## src/rtl/galaxian_dl_pkg.sv

```systemverilog
// Galaxian ROM download controller: shared constants and types.
// Holds the ioctl/ROM bus widths, the region map (base, size, end, offset mask)
// for the CPU, GFX and PROM regions, the one-hot region bit positions, and the
// controller state enum.
package galaxian_dl_pkg;

   localparam int unsigned IOCTL_AW = 25;
   localparam int unsigned ROM_AW   = 14;
   localparam int unsigned COUNT_W  = 16;

   // Region map within the low 15 address bits; everything at or above 0x5020 is dropped.
   localparam logic [14:0] CPU_BASE  = 15'h0000;
   localparam logic [14:0] CPU_SIZE  = 15'h4000;
   localparam logic [14:0] GFX_BASE  = 15'h4000;
   localparam logic [14:0] GFX_SIZE  = 15'h1000;
   localparam logic [14:0] PROM_BASE = 15'h5000;
   localparam logic [14:0] PROM_SIZE = 15'h0020;

   localparam logic [14:0] CPU_END  = CPU_BASE + CPU_SIZE;
   localparam logic [14:0] GFX_END  = GFX_BASE + GFX_SIZE;
   localparam logic [14:0] PROM_END = PROM_BASE + PROM_SIZE;

   // Every base is aligned to its size, so masking the address equals subtracting the base.
   localparam logic [13:0] CPU_MASK  = 14'(CPU_SIZE - 15'd1);
   localparam logic [13:0] GFX_MASK  = 14'(GFX_SIZE - 15'd1);
   localparam logic [13:0] PROM_MASK = 14'(PROM_SIZE - 15'd1);

   // Bit positions in the one-hot region vector.
   localparam int unsigned RGN_CPU  = 0;
   localparam int unsigned RGN_GFX  = 1;
   localparam int unsigned RGN_PROM = 2;

   typedef logic [2:0] region_t;

   typedef enum logic [2:0] {
      StIdle,
      StLoad,
      StSettle,
      StRun,
      StFail
   } state_t;

endpackage

```

## src/rtl/galaxian_dl_ctrl_if.sv

```systemverilog
// Download bus between the HPS ioctl side and the ROM-loading controller.
// ioctl_download/ioctl_wr/ioctl_addr/ioctl_dout : download stream from the HPS.
// rom_addr/rom_data/we_cpu/we_gfx/we_prom       : registered ROM write port.
// core_reset/dl_done/dl_error/byte_count        : load status.
// master drives the ioctl stream; slave is the controller.
interface galaxian_dl_ctrl_if;
   import galaxian_dl_pkg::*;

   logic                  ioctl_download;
   logic                  ioctl_wr;
   logic [IOCTL_AW-1:0]   ioctl_addr;
   logic [7:0]            ioctl_dout;

   logic [ROM_AW-1:0]     rom_addr;
   logic [7:0]            rom_data;
   logic                  we_cpu;
   logic                  we_gfx;
   logic                  we_prom;
   logic                  core_reset;
   logic                  dl_done;
   logic                  dl_error;
   logic [COUNT_W-1:0]    byte_count;

   modport master (
      output ioctl_download, ioctl_wr, ioctl_addr, ioctl_dout,
      input  rom_addr, rom_data, we_cpu, we_gfx, we_prom,
      input  core_reset, dl_done, dl_error, byte_count
   );

   modport slave (
      input  ioctl_download, ioctl_wr, ioctl_addr, ioctl_dout,
      output rom_addr, rom_data, we_cpu, we_gfx, we_prom,
      output core_reset, dl_done, dl_error, byte_count
   );

endinterface

```

## src/rtl/dl_region_decode.sv

```systemverilog
// Combinational address decoder for the Galaxian ROM download.
// addr     : ioctl byte address.
// region   : one-hot {prom, gfx, cpu}; all zero when out of range.
// offset   : address minus the selected region base (zero when out of range).
// in_range : address falls in one of the three regions.
module dl_region_decode
   import galaxian_dl_pkg::*;
(
   input  logic [IOCTL_AW-1:0] addr,
   output region_t             region,
   output logic [ROM_AW-1:0]   offset,
   output logic                in_range
);

   logic        hi_zero;
   logic [14:0] lo;

   // Any bit from 15 upward lands beyond the PROM end.
   assign hi_zero = (addr[IOCTL_AW-1:15] == '0);
   assign lo      = addr[14:0];

   always_comb begin
      region = '0;
      // CPU base is zero, so only the upper bound needs checking.
      region[RGN_CPU]  = hi_zero && (lo < CPU_END);
      region[RGN_GFX]  = hi_zero && (lo >= GFX_BASE) && (lo < GFX_END);
      region[RGN_PROM] = hi_zero && (lo >= PROM_BASE) && (lo < PROM_END);
   end

   always_comb begin
      offset = '0;
      if (region[RGN_CPU]) begin
         offset = lo[13:0] & CPU_MASK;
      end else if (region[RGN_GFX]) begin
         offset = lo[13:0] & GFX_MASK;
      end else if (region[RGN_PROM]) begin
         offset = lo[13:0] & PROM_MASK;
      end
   end

   assign in_range = |region;

endmodule

```

## src/rtl/galaxian_dl_ctrl.sv

```systemverilog
// Galaxian ROM download controller.
// Steers the HPS ioctl byte stream into the CPU, GFX and PROM ROM regions,
// counts in-range bytes, and holds the game core in reset until a complete
// load has settled.
// clk_sys : system clock, all logic on the rising edge.
// reset   : asynchronous active-high reset.
// dl      : download bus (slave side): ioctl stream in, ROM write port and status out.
// SETTLE_CYCLES  : cycles core reset is held after the download ends (16-bit counter).
// EXPECTED_BYTES : minimum in-range byte count for a load to be accepted.
module galaxian_dl_ctrl
   import galaxian_dl_pkg::*;
#(
   parameter int unsigned SETTLE_CYCLES  = 16,
   parameter int unsigned EXPECTED_BYTES = 20512
) (
   input  logic                clk_sys,
   input  logic                reset,
   galaxian_dl_ctrl_if.slave   dl
);

   localparam logic [15:0] SETTLE_INIT = 16'(SETTLE_CYCLES);

   state_t             state;
   logic               dl_hist;
   logic [15:0]        settle_cnt;

   region_t            region;
   logic [ROM_AW-1:0]  offset;
   logic               in_range;

   logic               dl_rise;
   logic               dl_fall;
   logic               wr_accept;
   logic               count_ok;

   dl_region_decode u_decode (
      .addr     (dl.ioctl_addr),
      .region   (region),
      .offset   (offset),
      .in_range (in_range)
   );

   // Edges against the registered copy; these only feed registers.
   assign dl_rise = dl.ioctl_download & ~dl_hist;
   assign dl_fall = ~dl.ioctl_download & dl_hist;

   // A strobe on the falling cycle of ioctl_download is dropped by the download term.
   assign wr_accept = (state == StLoad) && dl.ioctl_wr && dl.ioctl_download && in_range;

   assign count_ok = (32'(dl.byte_count) >= EXPECTED_BYTES);

   always_ff @(posedge clk_sys or posedge reset) begin
      if (reset) begin
         state         <= StIdle;
         dl_hist       <= 1'b0;
         settle_cnt    <= '0;
         dl.rom_addr   <= '0;
         dl.rom_data   <= '0;
         dl.we_cpu     <= 1'b0;
         dl.we_gfx     <= 1'b0;
         dl.we_prom    <= 1'b0;
         dl.core_reset <= 1'b1;
         dl.dl_done    <= 1'b0;
         dl.dl_error   <= 1'b0;
         dl.byte_count <= '0;
      end else begin
         dl_hist    <= dl.ioctl_download;
         dl.we_cpu  <= 1'b0;
         dl.we_gfx  <= 1'b0;
         dl.we_prom <= 1'b0;

         if (dl_rise) begin
            // A new download restarts from any state, including mid-settle.
            state         <= StLoad;
            dl.byte_count <= '0;
            dl.dl_done    <= 1'b0;
            dl.dl_error   <= 1'b0;
            dl.core_reset <= 1'b1;
         end else begin
            unique case (state)
               StLoad: begin
                  if (wr_accept) begin
                     dl.we_cpu   <= region[RGN_CPU];
                     dl.we_gfx   <= region[RGN_GFX];
                     dl.we_prom  <= region[RGN_PROM];
                     dl.rom_addr <= offset;
                     dl.rom_data <= dl.ioctl_dout;
                     if (dl.byte_count != '1) begin
                        dl.byte_count <= dl.byte_count + 16'd1;
                     end
                  end
                  if (dl_fall) begin
                     state      <= StSettle;
                     settle_cnt <= SETTLE_INIT;
                  end
               end
               StSettle: begin
                  if (settle_cnt == '0) begin
                     if (count_ok) begin
                        state         <= StRun;
                        dl.core_reset <= 1'b0;
                        dl.dl_done    <= 1'b1;
                     end else begin
                        state       <= StFail;
                        dl.dl_error <= 1'b1;
                     end
                  end else begin
                     settle_cnt <= settle_cnt - 16'd1;
                  end
               end
               StIdle, StRun, StFail: begin
               end
               default: begin
                  state         <= StIdle;
                  dl.core_reset <= 1'b1;
               end
            endcase
         end
      end
   end

endmodule

```

## src/flat_wrapper.sv

```systemverilog
// flat-port wrapper written by rule: the top's interface ports become plain ports
module galaxian_dl_ctrl_flat import galaxian_dl_pkg::*;
#(
   parameter int unsigned SETTLE_CYCLES  = 16,
   parameter int unsigned EXPECTED_BYTES = 20512
)
  (clk_sys, reset, dl_ioctl_download, dl_ioctl_wr, dl_ioctl_addr, dl_ioctl_dout, dl_rom_addr, dl_rom_data, dl_we_cpu, dl_we_gfx, dl_we_prom, dl_core_reset, dl_dl_done, dl_dl_error, dl_byte_count);
  galaxian_dl_ctrl_if dl_i ();
  input  logic clk_sys;
  input  logic reset;
  input wire logic [$bits(dl_i.ioctl_download)-1:0] dl_ioctl_download;
  input wire logic [$bits(dl_i.ioctl_wr)-1:0] dl_ioctl_wr;
  input wire logic [$bits(dl_i.ioctl_addr)-1:0] dl_ioctl_addr;
  input wire logic [$bits(dl_i.ioctl_dout)-1:0] dl_ioctl_dout;
  output wire logic [$bits(dl_i.rom_addr)-1:0] dl_rom_addr;
  output wire logic [$bits(dl_i.rom_data)-1:0] dl_rom_data;
  output wire logic [$bits(dl_i.we_cpu)-1:0] dl_we_cpu;
  output wire logic [$bits(dl_i.we_gfx)-1:0] dl_we_gfx;
  output wire logic [$bits(dl_i.we_prom)-1:0] dl_we_prom;
  output wire logic [$bits(dl_i.core_reset)-1:0] dl_core_reset;
  output wire logic [$bits(dl_i.dl_done)-1:0] dl_dl_done;
  output wire logic [$bits(dl_i.dl_error)-1:0] dl_dl_error;
  output wire logic [$bits(dl_i.byte_count)-1:0] dl_byte_count;
  assign dl_i.ioctl_download = dl_ioctl_download;
  assign dl_i.ioctl_wr = dl_ioctl_wr;
  assign dl_i.ioctl_addr = dl_ioctl_addr;
  assign dl_i.ioctl_dout = dl_ioctl_dout;
  assign dl_rom_addr = dl_i.rom_addr;
  assign dl_rom_data = dl_i.rom_data;
  assign dl_we_cpu = dl_i.we_cpu;
  assign dl_we_gfx = dl_i.we_gfx;
  assign dl_we_prom = dl_i.we_prom;
  assign dl_core_reset = dl_i.core_reset;
  assign dl_dl_done = dl_i.dl_done;
  assign dl_dl_error = dl_i.dl_error;
  assign dl_byte_count = dl_i.byte_count;
  galaxian_dl_ctrl #(.SETTLE_CYCLES(SETTLE_CYCLES), .EXPECTED_BYTES(EXPECTED_BYTES)) u_core (.clk_sys(clk_sys), .reset(reset), .dl(dl_i));
endmodule
```

## config.mk

```make
export PLATFORM = sky130hd
export DESIGN_NAME = galaxian_dl_ctrl_flat
export DESIGN_NICKNAME = d
export VERILOG_FILES = /design/src/rtl/galaxian_dl_pkg.sv /design/src/rtl/galaxian_dl_ctrl_if.sv /design/src/rtl/dl_region_decode.sv /design/src/rtl/galaxian_dl_ctrl.sv /design/src/flat_wrapper.sv
export SDC_FILE = /design/constraint.sdc
export NUM_CORES = 1
export LEC_CHECK = 0
export CELL_PAD_IN_SITES_DETAIL_PLACEMENT = 1
export CELL_PAD_IN_SITES_GLOBAL_PLACEMENT = 1
export CORE_MARGIN = 1
export CORE_UTILIZATION = 38
export DETAILED_ROUTE_END_ITERATION = 16
export PLACE_DENSITY = 0.77
export SLEW_MARGIN = 20
export SYNTH_ARGS = -nofsm -noshare
export SYNTH_HDL_FRONTEND = slang
export SYNTH_SLANG_ARGS = --single-unit
export TNS_END_PERCENT = 20
```

## constraint.sdc

```tcl
create_clock -name clk_sys -period 2.33 [get_ports clk_sys]
set_input_delay 0.466 -clock clk_sys [delete_from_list [all_inputs] [get_ports clk_sys]]
set_output_delay 0.466 -clock clk_sys [all_outputs]
set_load 0.005 [all_outputs]
```

== After elaboration in Yosys (flattened, before gate mapping) ==
Cells that the tools add are included.

* Equal/unequal tests: 13
* $lt $le $gt $ge: 6
* Multiplexer cells: 36
* Add/subtract/negate cells: 2
* Bitwise operators: 5
* Reductions and logical operators: 28

{| class="wikitable"
|+ Operators with widths
! operator !! number
|-
| 16-bit 2-to-1 mux || 6
|-
| 15-bit less-than comparator, second input constant || 3
|-
| 16-bit one-hot mux with 2 select lines || 1
|-
| 15-bit greater-or-equal comparator, second input constant || 2
|-
| 14-bit 2-to-1 mux || 2
|-
| 1-bit 2-to-1 mux || 20
|-
| 3-bit AND reduction || 6
|-
| 16-bit by 1-bit adder with 16-bit output, second input constant || 1
|-
| 16-bit by 15-bit greater-or-equal comparator with 1-bit output, second input constant || 1
|-
| 16-bit logical NOT || 1
|-
| 16-bit != test, second input constant || 1
|-
| 16-bit by 1-bit subtractor with 16-bit output, second input constant || 1
|-
| 2-bit nonzero test || 7
|-
| 3-bit 2-to-1 mux || 4
|-
| 10-bit logical NOT || 1
|-
| 3-bit by 1-bit != test with 1-bit output, second input constant || 3
|-
| 3-bit one-hot mux with 3 select lines || 1
|-
| 1-bit logical AND || 8
|-
| 2-bit by 1-bit != test with 1-bit output, second input constant || 4
|-
| 3-bit by 2-bit equality test with 1-bit output, second input constant || 2
|-
| 3-bit OR reduction || 2
|-
| 5-bit 2-to-1 mux || 1
|-
| 4-bit AND reduction || 1
|-
| 4-bit OR reduction || 1
|-
| 7 further kinds || 10
|}

* Register bits: 64
* Output and inout port bits: 44

== Logic depth before layout (Yosys ltp) ==
* Depth after elaboration: 8
* Gate-level depth with buffers: 9
* Mapped depth without buffers: 7

== Cells and area by module ==
Synthesis repeated with hierarchy kept, for this count alone.

* Cell total of the unflattened synthesis: 346
* Area total of the unflattened synthesis: 3602.2 µm²

{| class="wikitable"
|+ By module, submodules not included
! module !! area each (µm²) !! times used !! cells each !! seq. area each (µm²)
|-
| galaxian_dl_ctrl || 3350.7 || 1 || 315 || 1602.8
|-
| dl_region_decode || 251.5 || 1 || 31 || 0.0
|}

== Worst setup path before layout ==
OpenSTA, ideal clock, no wires.

* Path kind: input-to-reg
* Start: input port dl_ioctl_addr[16]
* End: register u_core.dl.byte_count[15]
* Stages: 5
* Arrival: 2.182 ns
* Setup slack: 0.052 ns
* Data required time: 2.234 ns
* Cells stage by stage: or4_4 or4_4 nor4b_4 a31oi_1 a311oi_2

* Longest elaborated chain between the ends: 7
* Elaborated cells on any way between the ends: 10

{| class="wikitable"
|+ Ends and longest elaborated chain
! item !! RTL line !! RTL
|-
| start: declaration || flat_wrapper.sv:13 || <nowiki>input wire logic [$bits(dl_i.ioctl_addr)-1:0] dl_ioctl_addr;</nowiki>
|-
| 10-bit logical NOT (*) || dl_region_decode.sv:19 || <nowiki>assign hi_zero = (addr[IOCTL_AW-1:15] == '0);</nowiki>
|-
| 1-bit logical AND, on equally long branches (2 in a row) || dl_region_decode.sv:26, dl_region_decode.sv:27 ||
|-
| 3-bit OR reduction (*) || dl_region_decode.sv:41 || <nowiki>assign in_range = |region;</nowiki>
|-
| 1-bit logical AND (*) || galaxian_dl_ctrl.sv:48 || <nowiki>assign wr_accept = (state == StLoad) && dl.ioctl_wr && dl.ioctl_download && in_range;</nowiki>
|-
| 2-bit nonzero test (no line) (*) || -- ||
|-
| 3-bit AND reduction (no line) (*) || -- ||
|-
| end signal: assignment || galaxian_dl_ctrl.sv:89 || <nowiki>dl.byte_count <= dl.byte_count + 16'd1;</nowiki>
|-
| end: declaration || galaxian_dl_ctrl_if.sv:33 || <nowiki>output core_reset, dl_done, dl_error, byte_count</nowiki>
|}

Every way passes the cells marked *; elsewhere a longest branch is shown, timed or not.
A chain may end at the register's enable or synchronous reset.

== Worst setup path in the final report ==
* Start: input port dl_ioctl_addr[11]
* End: register u_core.dl.byte_count[9]

* Longest elaborated chain between the ends: 7
* Elaborated cells on any way between the ends: 14

{| class="wikitable"
|+ Ends and longest elaborated chain
! item !! RTL line
|-
| 15-bit greater-or-equal comparator, on equally long branches || dl_region_decode.sv:26, dl_region_decode.sv:27
|-
| 1-bit logical AND, on equally long branches (2 in a row) || dl_region_decode.sv:26, dl_region_decode.sv:27
|-
| 3-bit OR reduction (*) || dl_region_decode.sv:41
|-
| 1-bit logical AND (*) || galaxian_dl_ctrl.sv:48
|-
| 2-bit nonzero test (no line) (*) || --
|-
| 3-bit AND reduction (no line) (*) || --
|}

Marks and branches as above.

==> results.yml <==
synthesis:
  syn_inst: 345
  synth_area_per_cell_um2: 9.770
  synth_seq_cells: 64
  synthMostInstantiatedCell: "dfrtp_1"
  syn_nets: 386
  ys_warn_count: 0
  synthTopCellsByCount: "dfrtp_1, nand2_1, nor2_1"
  async_flop_share: 1.000
  yosysTopAreaCell: "dfrtp_1"
  syn_area_um2: 3371
  synthDistinctLibCells: 53
  netlist.area_leader.share: 0.4677
  synth_edf_count: 0
  synth-main-ff-cell: "dfrtp_1"
  yosysSeqAreaShare: 0.4755
  synthTopCellsByArea: "dfrtp_1, mux2_2, nand2_1"
global_route:
  overflow: 0
  grt_antenna_before_repair: 0
  grt_first_pass_wirelength_um: 17680
  grt_max_degree: 35
  gr-usage-all-layers: 0.2535
  grt_pass1_vias: 3543
clock_network:
  clk_path_buf_depth: 2
  cts_made_buffers: 9
  htreeDepth: 3
  cts_hold_buf: 0
  root_buffer: "clkbuf_8"
  clk_latency_ps: 350
  cts_num_sinks: 64
  cts_tree: "done"
  cts.clk_slew.worst_paths_ps: 80
place:
  dp_hpwl_um: 7774
  port_buffers: 80
  pre_cts_slack_ps: -585.0
  place.gp.congestion: 0.8034
sta:
  period_needed_ps: 2360
  period_share: 1.013
  tns_ps: -41.14
  drv_slew: 0
  fmax_mhz: 423.8
  finalClockSkew_ps: 7.470
  setup_viol: 2
  timing.final.ws_setup_ps: -29.53
  max_slew_margin: 0.6438
  hold_viol_final: 0
  rsz0062_at_grt: "yes"
  worst_slew_pin_slew_ps: 533.0
die:
  num_io_pins: 81
  core_um2: 8382
  die_h_um: 96.18
  rows: 33
  die_w_um: 96.18
  initial_core_util: 0.4021
  die_area_um2: 9251
status:
  status: "finished, violations left"
  violations: "setup timing"
power_and_ir_drop:
  peakVddDrop_uv: 432.1
  leakage_uw: 0.002144
  p_per_area_nw_per_um2: 799.8
critical_path:
  start_kind: "input port"
  critPathRequiredTime_ps: 2600
  crit_fanout: 5
  reg2reg_slack_ps: 30
  crit_type: "in -> reg"
  end_kind: "flip-flop"
  arrival_ps: 2630
min_path:
  hold_class: "in -> async"
layout:
  areaGrowthSynthToFinish_pct: 46.14
  layout-drive-gt1-share: 0.2201
  final.fill_count: 934
  final_net_count: 513
  diodes: 0
detailed_routing:
  drtIter0Drc: 133
  final_antenna_net_count: 0
  first_pass_iters: 4
  post_drt_wl_per_cell_um: 19.06
  vias: 3297
  drc: 0
  drt_wl_total_um: 11090
  routed_via_density: 5.665
run:
  cap_violations: 0
[flip-flops by register name, indices dropped and copies added, names as in the netlist]
register / flops
u_core.dl.byte_count: 16
u_core.dl.core_reset: 1
u_core.dl.dl_done: 1
u_core.dl.dl_error: 1
u_core.dl.rom_addr: 14
u_core.dl.rom_data: 8
u_core.dl.we_cpu: 1
u_core.dl.we_gfx: 1
u_core.dl.we_prom: 1
u_core.dl_hist: 1
u_core.settle_cnt: 16
u_core.state: 3
[layout by cell type, fill, tap and decap left out, drive strengths merged, types with 3 or more instances in the layout]
cell and count:
a211oi 3, a21oi 20, a31o 5, a31oi 4, and3 6, buf 48, clkbuf 9, clkdlybuf4s15 5
clkdlybuf4s50 62, clkinvlp 3, dfrtp 63, dlygate4sd2 13, ha 4, inv 16, mux2 15, nand2 44
nand2b 6, nand3 11, nand4 8, nand4b 6, nor2 23, nor2b 4, nor3 8, nor4 7
o211ai 5, o21ai 20, o311ai 3, o31ai 4, o41ai 7, or3 6, or4 13
[logic make-up (layout without fill, tap and decap cells)]
group / Yosys count / after routing / synth area share
AO/OA/AOI/OAI: 77 / 77 / 0.1555
buffers and inverters: 29 / 161 / 0.03749
AND/OR/NAND/NOR: 153 / 153 / 0.2580
flip-flops: 64 / 64 / 0.4755
multiplexers: 17 / 17 / 0.05605
XOR/XNOR: 1 / 1 / 0.002599
adder cells (fa/ha/maj): 4 / 4 / 0.01485
[worst paths after layout]
check	endpoint	cells after the start	start
setup / recovery	u_core.dl.byte_count[9]	7	dl_ioctl_addr[11]
hold / removal	u_core.dl.rom_data[3]	2	reset
setup reg to reg	u_core.dl.byte_count[9]	6	u_core.state[1]
hold reg to reg	u_core.dl.rom_addr[13]	2	u_core.dl.rom_addr[13]
max in group asynchronous	u_core.dl.core_reset	3	reset
min in group clk_sys	u_core.dl.rom_addr[13]	2	u_core.dl.rom_addr[13]
[report_power, final]
group	internal, uW	switching, uW	total [uW]
Clock	601	467	1070
Combinational	611	852	1460
Sequential	1250	154	1410
[per-stage QoR]
stage | utilization | instance area, um2 | total power (uW) | std cells | hold slack, ps
floorplan | - | 3371 | 2262 | 345 | 473.3
global placement | 0.5484 | 4597 | 2771 | 560 | 462.5
detailed placement | 0.5484 | 4597 | 2847 | 560 | 478.4
CTS | 0.5874 | 4923 | 3939 | 582 | 458.2
global route | 0.5877 | 4926 | 4164 | 582 | 470.9
finish | 0.5877 | 4926 | 3940 | 582 | 458.4
[repair_timing]
action                     in CTS  in global routing
gates cloned                    2                  0
setup endpoints to repair      20                  9
pin swaps                       9                  1
setup buffers                   4                  0
resized for setup              32                  2
[critical path: stages]
cell           delay, ps
dlygate4sd2_1        240
or4_4                560
o31ai_4              310
o311ai_4             240
buf_12               200
or4_4                530
o21ai_2               80
[metal layers]
layer,track usage,vias to the layer above,share of wire
li1,-,1539,-
met1,0.3074,1627,0.42
met2,0.4403,116,0.50
met3,0.05292,15,0.067
met4,0.09453,0,0.016
met5,0,-,0
[cell type report]
type | instances | area (um2) | area share
Clock buffer | 9 | 123.9 | 0.02515
Clock inverter | 7 | 96.34 | 0.01956
Inverter | 16 | 60.06 | 0.01219
Multi-Input combinational cell | 252 | 1677 | 0.3404
Sequential cell | 64 | 1603 | 0.3254
Tap cell | 105 | 131.4 | 0.02667
Timing Repair Buffer | 129 | 1235 | 0.2507
No activity file was read; power rests on OpenSTA's default activity.
